### src/rtl/bus_master_port_if.sv
// Bit-serial system bus signals between a master port and the arbiter/slave side.
interface bus_master_port_if;
  logic bus_request;
  logic bus_grant;
  logic slave_ack;
  logic m_dout;
  logic m_valid;
  logic s_din;
  logic s_valid;

  modport master (
    output bus_request, m_dout, m_valid,
    input  bus_grant, slave_ack, s_din, s_valid
  );

  modport slave (
    input  bus_request, m_dout, m_valid,
    output bus_grant, slave_ack, s_din, s_valid
  );
endinterface

### src/rtl/bus_master_port.sv
// Bus master port: turns one read/write command into a bit-serial burst on the
// system bus (arbitration, serial header, per-beat acknowledged data transfer).
//
// state      | meaning
// -----------+-------------------------------------------------------------
// S_IDLE     | waiting for a read/write strobe rising edge
// S_REQUEST  | bus_request high, waiting for bus_grant (timed)
// S_SEND_HDR | shifting out slave id, rw bit and address, LSB first
// S_WAIT_ACK | waiting for slave_ack before the next beat (timed)
// S_WRITE_BEAT | shifting out one write beat, LSB first
// S_READ_BEAT  | shifting in one read beat on s_valid cycles
// S_DONE     | one-cycle done pulse
// S_ABORT    | one-cycle abort, error set
module bus_master_port #(
  parameter int SLAVE_LEN = 2,
  parameter int ADDR_LEN  = 12,
  parameter int DATA_LEN  = 8,
  parameter int TIMEOUT   = 255
) (
  input  logic                 clk,
  input  logic                 reset,
  input  logic                 read,
  input  logic                 write,
  input  logic [DATA_LEN-1:0]  data_in,
  input  logic [ADDR_LEN:0]    address,
  input  logic [SLAVE_LEN-1:0] slave_select,
  input  logic [ADDR_LEN:0]    burst_num,
  bus_master_port_if.master    bus,
  output logic [DATA_LEN-1:0]  rx_data,
  output logic                 rx_valid,
  output logic                 busy,
  output logic                 done,
  output logic                 error
);

  localparam int HDR_LEN = SLAVE_LEN + 1 + ADDR_LEN;
  localparam int SRW     = (HDR_LEN > DATA_LEN) ? HDR_LEN : DATA_LEN;
  localparam int CW      = $clog2(SRW);
  localparam int TW      = $clog2(TIMEOUT + 1);
  localparam int BW      = ADDR_LEN + 1;

  typedef enum logic [2:0] {
    S_IDLE, S_REQUEST, S_SEND_HDR, S_WAIT_ACK,
    S_WRITE_BEAT, S_READ_BEAT, S_DONE, S_ABORT
  } state_t;

  state_t               state;
  logic                 read_q, write_q;
  logic [SLAVE_LEN-1:0] slave_q;
  logic [ADDR_LEN-1:0]  addr_q;
  logic [DATA_LEN-1:0]  data_q;
  logic                 rw_q;
  logic [BW-1:0]        beats_q;
  logic [BW-1:0]        beat_cnt;
  logic [TW-1:0]        tmr;
  logic [CW-1:0]        cnt;
  logic [SRW-1:0]       sr;
  logic [DATA_LEN-1:0]  rx_sr;

  logic                 start_rd, start_wr;
  logic [BW-1:0]        beat_nxt;
  logic [DATA_LEN-1:0]  beat_data;
  logic [DATA_LEN-1:0]  rx_word;
  logic [HDR_LEN-1:0]   hdr_word;
  logic                 last_beat;
  logic                 grant_lost;
  logic                 timeout_hit;
  logic                 beat_end;
  logic                 unused_addr_msb;

  assign unused_addr_msb = address[ADDR_LEN];
  assign start_rd  = read & ~read_q;
  assign start_wr  = write & ~write_q;
  assign beat_nxt  = beat_cnt + 1'b1;
  assign beat_data = data_q + DATA_LEN'(beat_cnt);
  assign rx_word   = {bus.s_din, rx_sr[DATA_LEN-1:1]};
  assign hdr_word  = {addr_q, rw_q, slave_q};
  assign last_beat = (beat_nxt == beats_q);

  // Once granted, the grant must hold until the last beat has left.
  assign grant_lost = !bus.bus_grant &&
                      (state == S_SEND_HDR || state == S_WAIT_ACK ||
                       state == S_WRITE_BEAT || state == S_READ_BEAT);
  assign timeout_hit = (tmr == '0) &&
                       ((state == S_REQUEST && !bus.bus_grant) ||
                        (state == S_WAIT_ACK && !bus.slave_ack));
  assign beat_end = (cnt == '0) &&
                    ((state == S_WRITE_BEAT) ||
                     (state == S_READ_BEAT && bus.s_valid));

  always_ff @(posedge clk) begin
    if (!reset) begin
      state           <= S_IDLE;
      read_q          <= 1'b0;
      write_q         <= 1'b0;
      slave_q         <= '0;
      addr_q          <= '0;
      data_q          <= '0;
      rw_q            <= 1'b0;
      beats_q         <= '0;
      beat_cnt        <= '0;
      tmr             <= '0;
      cnt             <= '0;
      sr              <= '0;
      rx_sr           <= '0;
      rx_data         <= '0;
      rx_valid        <= 1'b0;
      busy            <= 1'b0;
      done            <= 1'b0;
      error           <= 1'b0;
      bus.bus_request <= 1'b0;
      bus.m_dout      <= 1'b0;
      bus.m_valid     <= 1'b0;
    end else begin
      read_q   <= read;
      write_q  <= write;
      rx_valid <= 1'b0;
      done     <= 1'b0;

      if (grant_lost || timeout_hit) begin
        state           <= S_ABORT;
        bus.bus_request <= 1'b0;
        bus.m_valid     <= 1'b0;
        bus.m_dout      <= 1'b0;
        error           <= 1'b1;
      end else if (beat_end) begin
        if (state == S_READ_BEAT) begin
          rx_sr    <= rx_word;
          rx_data  <= rx_word;
          rx_valid <= 1'b1;
        end
        beat_cnt    <= beat_nxt;
        bus.m_valid <= 1'b0;
        bus.m_dout  <= 1'b0;
        if (last_beat) begin
          state           <= S_DONE;
          done            <= 1'b1;
          bus.bus_request <= 1'b0;
        end else begin
          state <= S_WAIT_ACK;
          tmr   <= TW'(TIMEOUT - 1);
        end
      end else begin
        case (state)
          S_IDLE: begin
            if (start_rd || start_wr) begin
              slave_q         <= slave_select;
              addr_q          <= address[ADDR_LEN-1:0];
              data_q          <= data_in;
              rw_q            <= start_rd;
              beats_q         <= (burst_num == '0) ? BW'(1) : burst_num;
              beat_cnt        <= '0;
              error           <= 1'b0;
              busy            <= 1'b1;
              bus.bus_request <= 1'b1;
              tmr             <= TW'(TIMEOUT - 1);
              state           <= S_REQUEST;
            end
          end
          S_REQUEST: begin
            if (bus.bus_grant) begin
              state       <= S_SEND_HDR;
              bus.m_valid <= 1'b1;
              bus.m_dout  <= hdr_word[0];
              sr          <= SRW'(hdr_word >> 1);
              cnt         <= CW'(HDR_LEN - 1);
            end else begin
              tmr <= tmr - 1'b1;
            end
          end
          S_SEND_HDR: begin
            if (cnt == '0) begin
              state       <= S_WAIT_ACK;
              bus.m_valid <= 1'b0;
              bus.m_dout  <= 1'b0;
              tmr         <= TW'(TIMEOUT - 1);
            end else begin
              bus.m_dout <= sr[0];
              sr         <= sr >> 1;
              cnt        <= cnt - 1'b1;
            end
          end
          S_WAIT_ACK: begin
            if (bus.slave_ack) begin
              cnt <= CW'(DATA_LEN - 1);
              if (rw_q) begin
                state <= S_READ_BEAT;
              end else begin
                state       <= S_WRITE_BEAT;
                bus.m_valid <= 1'b1;
                bus.m_dout  <= beat_data[0];
                sr          <= SRW'(beat_data >> 1);
              end
            end else begin
              tmr <= tmr - 1'b1;
            end
          end
          S_WRITE_BEAT: begin
            bus.m_dout <= sr[0];
            sr         <= sr >> 1;
            cnt        <= cnt - 1'b1;
          end
          S_READ_BEAT: begin
            if (bus.s_valid) begin
              rx_sr <= rx_word;
              cnt   <= cnt - 1'b1;
            end
          end
          S_DONE: begin
            busy  <= 1'b0;
            state <= S_IDLE;
          end
          S_ABORT: begin
            busy  <= 1'b0;
            state <= S_IDLE;
          end
          default: state <= S_IDLE;
        endcase
      end
    end
  end

endmodule

### src/flat_wrapper.sv
// flat-port wrapper written by rule: the top's interface ports become plain ports
module bus_master_port_flat 
#(
  parameter int SLAVE_LEN = 2,
  parameter int ADDR_LEN  = 12,
  parameter int DATA_LEN  = 8,
  parameter int TIMEOUT   = 255
)
  (clk, reset, read, write, data_in, address, slave_select, burst_num, rx_data, rx_valid, busy, done, error, bus_bus_request, bus_m_dout, bus_m_valid, bus_bus_grant, bus_slave_ack, bus_s_din, bus_s_valid);
  bus_master_port_if bus_i ();
  input  logic clk;
  input  logic reset;
  input  logic read;
  input  logic write;
  input  logic [DATA_LEN-1:0] data_in;
  input  logic [ADDR_LEN:0] address;
  input  logic [SLAVE_LEN-1:0] slave_select;
  input  logic [ADDR_LEN:0] burst_num;
  output logic [DATA_LEN-1:0] rx_data;
  output logic rx_valid;
  output logic busy;
  output logic done;
  output logic error;
  output wire logic [$bits(bus_i.bus_request)-1:0] bus_bus_request;
  output wire logic [$bits(bus_i.m_dout)-1:0] bus_m_dout;
  output wire logic [$bits(bus_i.m_valid)-1:0] bus_m_valid;
  input wire logic [$bits(bus_i.bus_grant)-1:0] bus_bus_grant;
  input wire logic [$bits(bus_i.slave_ack)-1:0] bus_slave_ack;
  input wire logic [$bits(bus_i.s_din)-1:0] bus_s_din;
  input wire logic [$bits(bus_i.s_valid)-1:0] bus_s_valid;
  assign bus_bus_request = bus_i.bus_request;
  assign bus_m_dout = bus_i.m_dout;
  assign bus_m_valid = bus_i.m_valid;
  assign bus_i.bus_grant = bus_bus_grant;
  assign bus_i.slave_ack = bus_slave_ack;
  assign bus_i.s_din = bus_s_din;
  assign bus_i.s_valid = bus_s_valid;
  bus_master_port #(.SLAVE_LEN(SLAVE_LEN), .ADDR_LEN(ADDR_LEN), .DATA_LEN(DATA_LEN), .TIMEOUT(TIMEOUT)) u_core (.clk(clk), .reset(reset), .read(read), .write(write), .data_in(data_in), .address(address), .slave_select(slave_select), .burst_num(burst_num), .bus(bus_i), .rx_data(rx_data), .rx_valid(rx_valid), .busy(busy), .done(done), .error(error));
endmodule
### config.mk
export PLATFORM = sky130hd
export DESIGN_NAME = bus_master_port_flat
export DESIGN_NICKNAME = d
export VERILOG_FILES = /design/src/rtl/bus_master_port_if.sv /design/src/rtl/bus_master_port.sv /design/src/flat_wrapper.sv
export SDC_FILE = /design/constraint.sdc
export NUM_CORES = 1
export LEC_CHECK = 0
export CORE_UTILIZATION = 40
export CTS_CLUSTER_SIZE = 16
export DETAILED_ROUTE_END_ITERATION = 10
export PLACE_DENSITY = 0.58
export SETUP_SLACK_MARGIN = 0.1
export SYNTH_ARGS = -nofsm -noshare
export SYNTH_HDL_FRONTEND = slang
export SYNTH_SLANG_ARGS = --single-unit
### constraint.sdc
create_clock -name clk -period 2.8 [get_ports clk]
set_input_delay 0.56 -clock clk [delete_from_list [all_inputs] [get_ports clk]]
set_output_delay 0.56 -clock clk [all_outputs]
set_load 0.01 [all_outputs]
* Word-level counts from Yosys, hierarchy flattened *
Index checks and enable logic that the tools add are counted.

word-level totals
  word-level logic and storage cells = 160
  flip-flop bits (word level) = 104
  bits of input ports = 44
  output and inout port bits = 15

operators by class
  mux-type cells = 55
  reduce and logical (&&, ||, !) cells = 47
  equal/unequal tests = 26
  add/subtract/negate cells = 4
  bitwise operators = 7

operators by type and width
  kind                                           count
  two-way mux 8 bit                              10
  two-way mux 15 bit                             4
  case mux 15 bit (4 select lines)               1
  two-way mux 13 bit                             4
  case mux 8 bit (4 select lines)                1
  two-way mux 3 bit                              7
  AND reduction 7 bit                            3
  case mux 4 bit (5 select lines)                1
  two-way mux 1 bit                              19
  two-way mux 4 bit                              4
  != test 2 bit, second input constant           8
  case mux 3 bit (5 select lines)                1
  AND reduction 3 bit                            5
  adder 13 x 1 -> 13 bit, second input constant  1
  == test 13 bit                                 1
  zero test 13 bit                               1
  == test 3 bit, second input constant           4
  != test 4 x 3 -> 1 bit, second input constant  3
  AND reduction 4 bit                            3
  nonzero test 2 bit                             6
  AND reduction 5 bit                            2
  nonzero test 5 bit                             2
  != test 3 x 2 -> 1 bit, second input constant  3
  adder 8 bit                                    1
  23 further kinds                               44

* Logic depth before layout (Yosys ltp) *
Gate-level depths: netlist (run 1).

  depth after elaboration = 8
  mapped depth = 11
  gate-level depth less buffers = 10

* Worst setup path after synthesis (run 1) *
Ideal clock, no wire load.

  path type = register to register
  start point = register u_core.cnt[0]
  end point = register u_core.tmr[7]
  required time = 2.730 ns
  path buffers = 0
  cell stages (with the launch flop) = 9
  data arrival time = 2.167 ns
  setup slack = 0.563 ns
  path through = dfxtp_1 > inv_1 > ha_1 > or3b_1 > nand2_1 > o221ai_1 > a221o_1 > or4_1 > a21oi_1

on the way
  longest elaborated chain between the ends = 4

RTL lines
  item                                                             RTL line                                       RTL
  start: declaration                                               bus_master_port.sv:56                          logic [CW-1:0] cnt;
  start signal: assignment                                         bus_master_port.sv:166                         cnt <= CW'(HDR_LEN - 1);
  start signal: assignment                                         bus_master_port.sv:180                         cnt <= cnt - 1'b1;
  start signal: assignment                                         bus_master_port.sv:185                         cnt <= CW'(DATA_LEN - 1);
  zero test 4 bit (*)                                              bus_master_port.sv:87, bus_master_port.sv:172
  logical AND 1 bit                                                bus_master_port.sv:87                          assign beat_end = (cnt == '0) &&
  != test 3 x 2 -> 1 bit (no source line) (tied with other cells)  --
  AND reduction 7 bit (no source line)                             --
  end signal: assignment                                           bus_master_port.sv:168                         tmr <= tmr - 1'b1;
  end signal: assignment                                           bus_master_port.sv:176                         tmr <= TW'(TIMEOUT - 1);
  end signal: assignment                                           bus_master_port.sv:195                         tmr <= tmr - 1'b1;
  end: declaration                                                 bus_master_port.sv:55                          logic [TW-1:0] tmr;

Every way passes the cells marked *; elsewhere a longest branch is shown, timed or not.
A chain may end at the register's enable or synchronous reset.

* Worst setup path in the final report (run 1) *
  start point = register u_core.beat_cnt[1]
  end point = register u_core.tmr[3]

on the way
  longest elaborated chain between the ends = 4

RTL lines
  item                                  RTL line                RTL
  start: declaration                    bus_master_port.sv:54   logic [BW-1:0] beat_cnt;
  start signal: assignment              bus_master_port.sv:132  beat_cnt <= beat_nxt;
  adder 13 x 1 -> 13 bit                bus_master_port.sv:74   assign beat_nxt = beat_cnt + 1'b1;
  == test 13 bit                        bus_master_port.sv:78   assign last_beat = (beat_nxt == beats_q);
  != test 2 bit (no source line)        --
  AND reduction 7 bit (no source line)  --
  end signal: assignment                bus_master_port.sv:141  tmr <= TW'(TIMEOUT - 1);
  end signal: assignment                bus_master_port.sv:156  tmr <= TW'(TIMEOUT - 1);
  end signal: assignment                bus_master_port.sv:168

No other way between the ends.

==> impl_summary.md, run 1 <==
Status
The flow ran to the end, and the final reports show no timing, DRC or antenna violations.

Power
In this run the static leakage power is 0.00236 uW. The highest ir drop seen on vdd is 500 uV. In this run the power density over the cells is 933 nW/um^2.

Global route
Global routing finished with a remaining overflow of 0. The wire length of the first global-routing pass is 22,200 um. The largest net degree at the start of global routing is 29. The overall global routing resource usage is 21.9%. The number of antenna violations at the first check in global routing was 0.

The number of global-route vias before repair is 4,521.

Floorplanning
The area of the die is 13,100 um^2. The chip height is 114 um. The total number of placement rows is 40.

59 I/O pins were placed. The core area is 12,200 um^2. The horizontal die dimension is 114 um. The initial core utilization is 41.5%.

Timing
After layout, the worst path uses 90.3% of the clock period. The pin slew with the least headroom to its limit is 0.512 ns. The max-slew violation count is 0. The clock skew after layout is 0.00725 ns.

Setup repair after global routing left no endpoint under its margin. Timing would allow up to 395 MHz. The post-route minimum period is 2.53 ns. The worst-case headroom to the max-slew limit is 65.8%. The number of setup violations in the final report is 0. Final hold analysis gives a worst-case slack of 0.453 ns. After routing, the total negative slack on setup checks comes to 0 ns. The number of endpoints with negative hold slack in the final report was 0.

CTS
Hold repair after CTS inserted 0 buffers. Clock-pin slew was measured on the worst setup and hold paths at 0.07 ns. Counting the buffers created by CTS gives 9. CTS saw 102 sinks. The maximum clock insertion buffer count is 2. At the later pin of the worst-skew pair, clock insertion delay measures 0.36 ns. The clock tree from TritonCTS is built. The tree is rooted in a clkbuf_16. The H-tree was split into 3 levels.

Logic synthesis
Of the synthesized area, sequential elements account for 40.5%. The fraction of registers with async set or reset after synthesis is 0%. Counting every instance in the synthesized netlist gives 614. In this run, synthesis inferred 0 flip-flops with an integrated enable. The number of different library cells in the post-synthesis netlist is 65. dfxtp_1 takes more of the synthesized area than any other cell.

Yosys attributes the largest share of cell area to dfxtp_1 40%, a21oi_1 5.5%, nor2_1 5.2%. The total of flip-flops plus latches after synthesis is 102. The netlist area before placement is 5040 um^2. When the netlist entered floorplanning its net count stood at 670.

The mean post-synth cell area is 8.21 um^2. Yosys printed 0 warnings. In the synthesized netlist the dominant register cell turns out to be dfxtp_1. Summed over its instances, the top area cell type makes up 40.5% of the synthesized netlist area.

Detailed routing
The final route contains 4,800 vias. For this run, design rule violations remaining after detail routing come to 0. After detailed routing, the total wire length is 13,400 um. The average wire per standard cell is 15.6 um. The starting DRC count in detailed routing is 321. Once detail routing completed, the nets flagged for antenna violations numbered 0.

The first detailed-routing pass took 5 iterations. In the routed layout, each cell is associated on average with a via count of 5.57.

Setup path
Along the worst path, the maximum fanout reaches 6. The required time of the worst setup path is 3.05 ns. The critical path class is reg -> reg.

Measured in cells, the most critical reg-to-reg path has a length of 8. STA puts the critical path data arrival time at 2.78 ns. The type of element launching the critical path is a register. The nature of the critical path endpoint is a register.

Place
Buffers placed on the I/O ports in this run total 57. Detailed placement ended at an HPWL of 9680 um. At the end of routability-driven placement, the weighted congestion stood at 0.892. Summing all placed instances gives a cell area of 6010 um^2.

Run
The tool flagged a number of max-cap violations equal to 0.

Cells and area
The layout net count is 745. The final standard cell utilization of the core is 52.0%. The filler cell count in the final layout is 1,202. After routing the design area is 6320 um^2.

Cells with a size suffix above 1 make up 10.8% of the layout. The register area is 2040 um^2. The repair_antennas step left the layout with diodes totalling 0. In the final layout, the multi-input gates occupy 2780 um^2. The area growth from synthesis to layout is 25.4%.

Min path
The path class of the tightest hold or removal check is reg -> reg. The worst hold path was traced through 2 stages.
==> state kept, by name, indices dropped and copies added (netlist names), 2 cells and up <==
signal           cells
u_core.sr           14
u_core.beat_cnt     13
u_core.beats_q      13
u_core.addr_q       12
u_core.data_q        8
u_core.rx_data       8
u_core.tmr           8
u_core.rx_sr         7
u_core.cnt           4
u_core.state         3
u_core.slave_q       2
==> cell usage in the layout (no fill, tap or decap), types with 10 or more instances in the layout <==
| cell | instances |
|---|---|
| dfxtp_1 | 102 |
| nor2_1 | 70 |
| nand2_1 | 66 |
| clkdlybuf4s50_1 | 57 |
| a21oi_1 | 55 |
| buf_4 | 43 |
| o21ai_0 | 29 |
| nand3_1 | 26 |
| nor3_1 | 24 |
| a22o_1 | 24 |
| inv_1 | 20 |
| xnor2_1 | 14 |
| a311oi_1 | 11 |
| and3_1 | 10 |
| ha_1 | 10 |
==> cell families (layout without fill, tap and decap cells) <==
| logic type | after synthesis | after routing | share of synthesized area (%) |
|---|---|---|---|
| compound gates | 178 | 178 | 24.3 |
| xor+xnor | 20 | 20 | 3.47 |
| fa+ha+maj | 12 | 12 | 3.13 |
| buf+inv | 58 | 137 | 4.62 |
| flops | 102 | 102 | 40.5 |
| mux | 7 | 7 | 1.39 |
| simple gates | 237 | 237 | 22.6 |
==> critical path, stage by stage (launching register included) <==
cell and delay (ns):
dfxtp_1 0.42, ha_2 0.27, nand2_1 0.17, o311ai_1 0.31, o31ai_1 0.15, nor4_2 0.36
o2111ai_1 0.24, buf_4 0.23, o221a_2 0.26
==> power by group <==
group / internal, uW / total (uW) / switching [uW]
registers: 1770 / 2030 / 260
logic: 1130 / 2600 / 1460
clock network: 697 / 1270 / 576
==> cell type report <==
cell class | instances | area share, %
Clock buffer | 9 | 3.56
Clock inverter | 6 | 1.13
Inverter | 21 | 1.25
Multi-Input combinational cell | 454 | 44.0
Sequential cell | 102 | 32.3
Tap cell | 168 | 3.32
Timing Repair Buffer | 101 | 14.4
==> what timing repair did <==
action	in CTS	in global routing
buffers inserted	0	0
endpoints found under the setup margin	0	5
resized for setup	0	3
endpoints found under the hold margin	0	0
==> through the flow <==
stage	power (uW)	setup slack, ns	cells
global placement	4570	-0.00549	846
CTS	5930	0.236	861
detailed placement	4620	-0.00218	846
floorplan	3720	0.563	614
global route	6350	0.132	861
finish	5900	0.270	861
==> layer usage <==
layer	track usage (%)	vias up	share of wire [%]
met5	0	-	0
met4	6.58	0	1.6
met3	5.66	18	6.1
met2	35.6	143	45
met1	28.4	2266	47
li1	-	2373	-
==> final timing paths <==
check                                   from                              to  slack [ns]
min           u_core.rx_data[2]$_SDFFE_PN0P_  u_core.rx_data[2]$_SDFFE_PN0P_        0.45
min reg2reg   u_core.rx_data[2]$_SDFFE_PN0P_  u_core.rx_data[2]$_SDFFE_PN0P_        0.45
max reg2reg  u_core.beat_cnt[1]$_SDFFE_PN0P_      u_core.tmr[3]$_SDFFE_PN0P_        0.27
max          u_core.beat_cnt[1]$_SDFFE_PN0P_      u_core.tmr[3]$_SDFFE_PN0P_        0.27
==> cell usage after synthesis, types with 3 or more instances <==
library cell / instances
or2_2: 3
ha_1: 11
and3_1: 10
a22o_1: 24
a311oi_1: 11
nor3_1: 24
o21ai_0: 29
nor4_1: 9
a21oi_1: 55
a41oi_1: 3
a31oi_1: 5
mux2i_1: 7
a221oi_1: 6
nand2b_1: 6
nor2b_1: 4
xor2_1: 6
nor3b_1: 3
o21a_1: 7
dfxtp_1: 102
clkbuf_1: 27
and2_1: 5
buf_2: 9
nand2_1: 66
nand3_1: 26
xnor2_1: 14
a211oi_1: 9
inv_1: 20
nor2_1: 70
Power figures use the tool's default switching activity.
==> run 2, diff against run 1 <==
--- a/config.mk
+++ b/config.mk
@@ -8,6 +8,7 @@
 export CORE_UTILIZATION = 40
 export CTS_CLUSTER_SIZE = 16
 export DETAILED_ROUTE_END_ITERATION = 10
+export HOLD_SLACK_MARGIN = 0.1
 export PLACE_DENSITY = 0.58
 export SETUP_SLACK_MARGIN = 0.1
 export SYNTH_ARGS = -nofsm -noshare
==> results of run 2 <==
Final layout, timing and power as in run 1 (identical DEF).
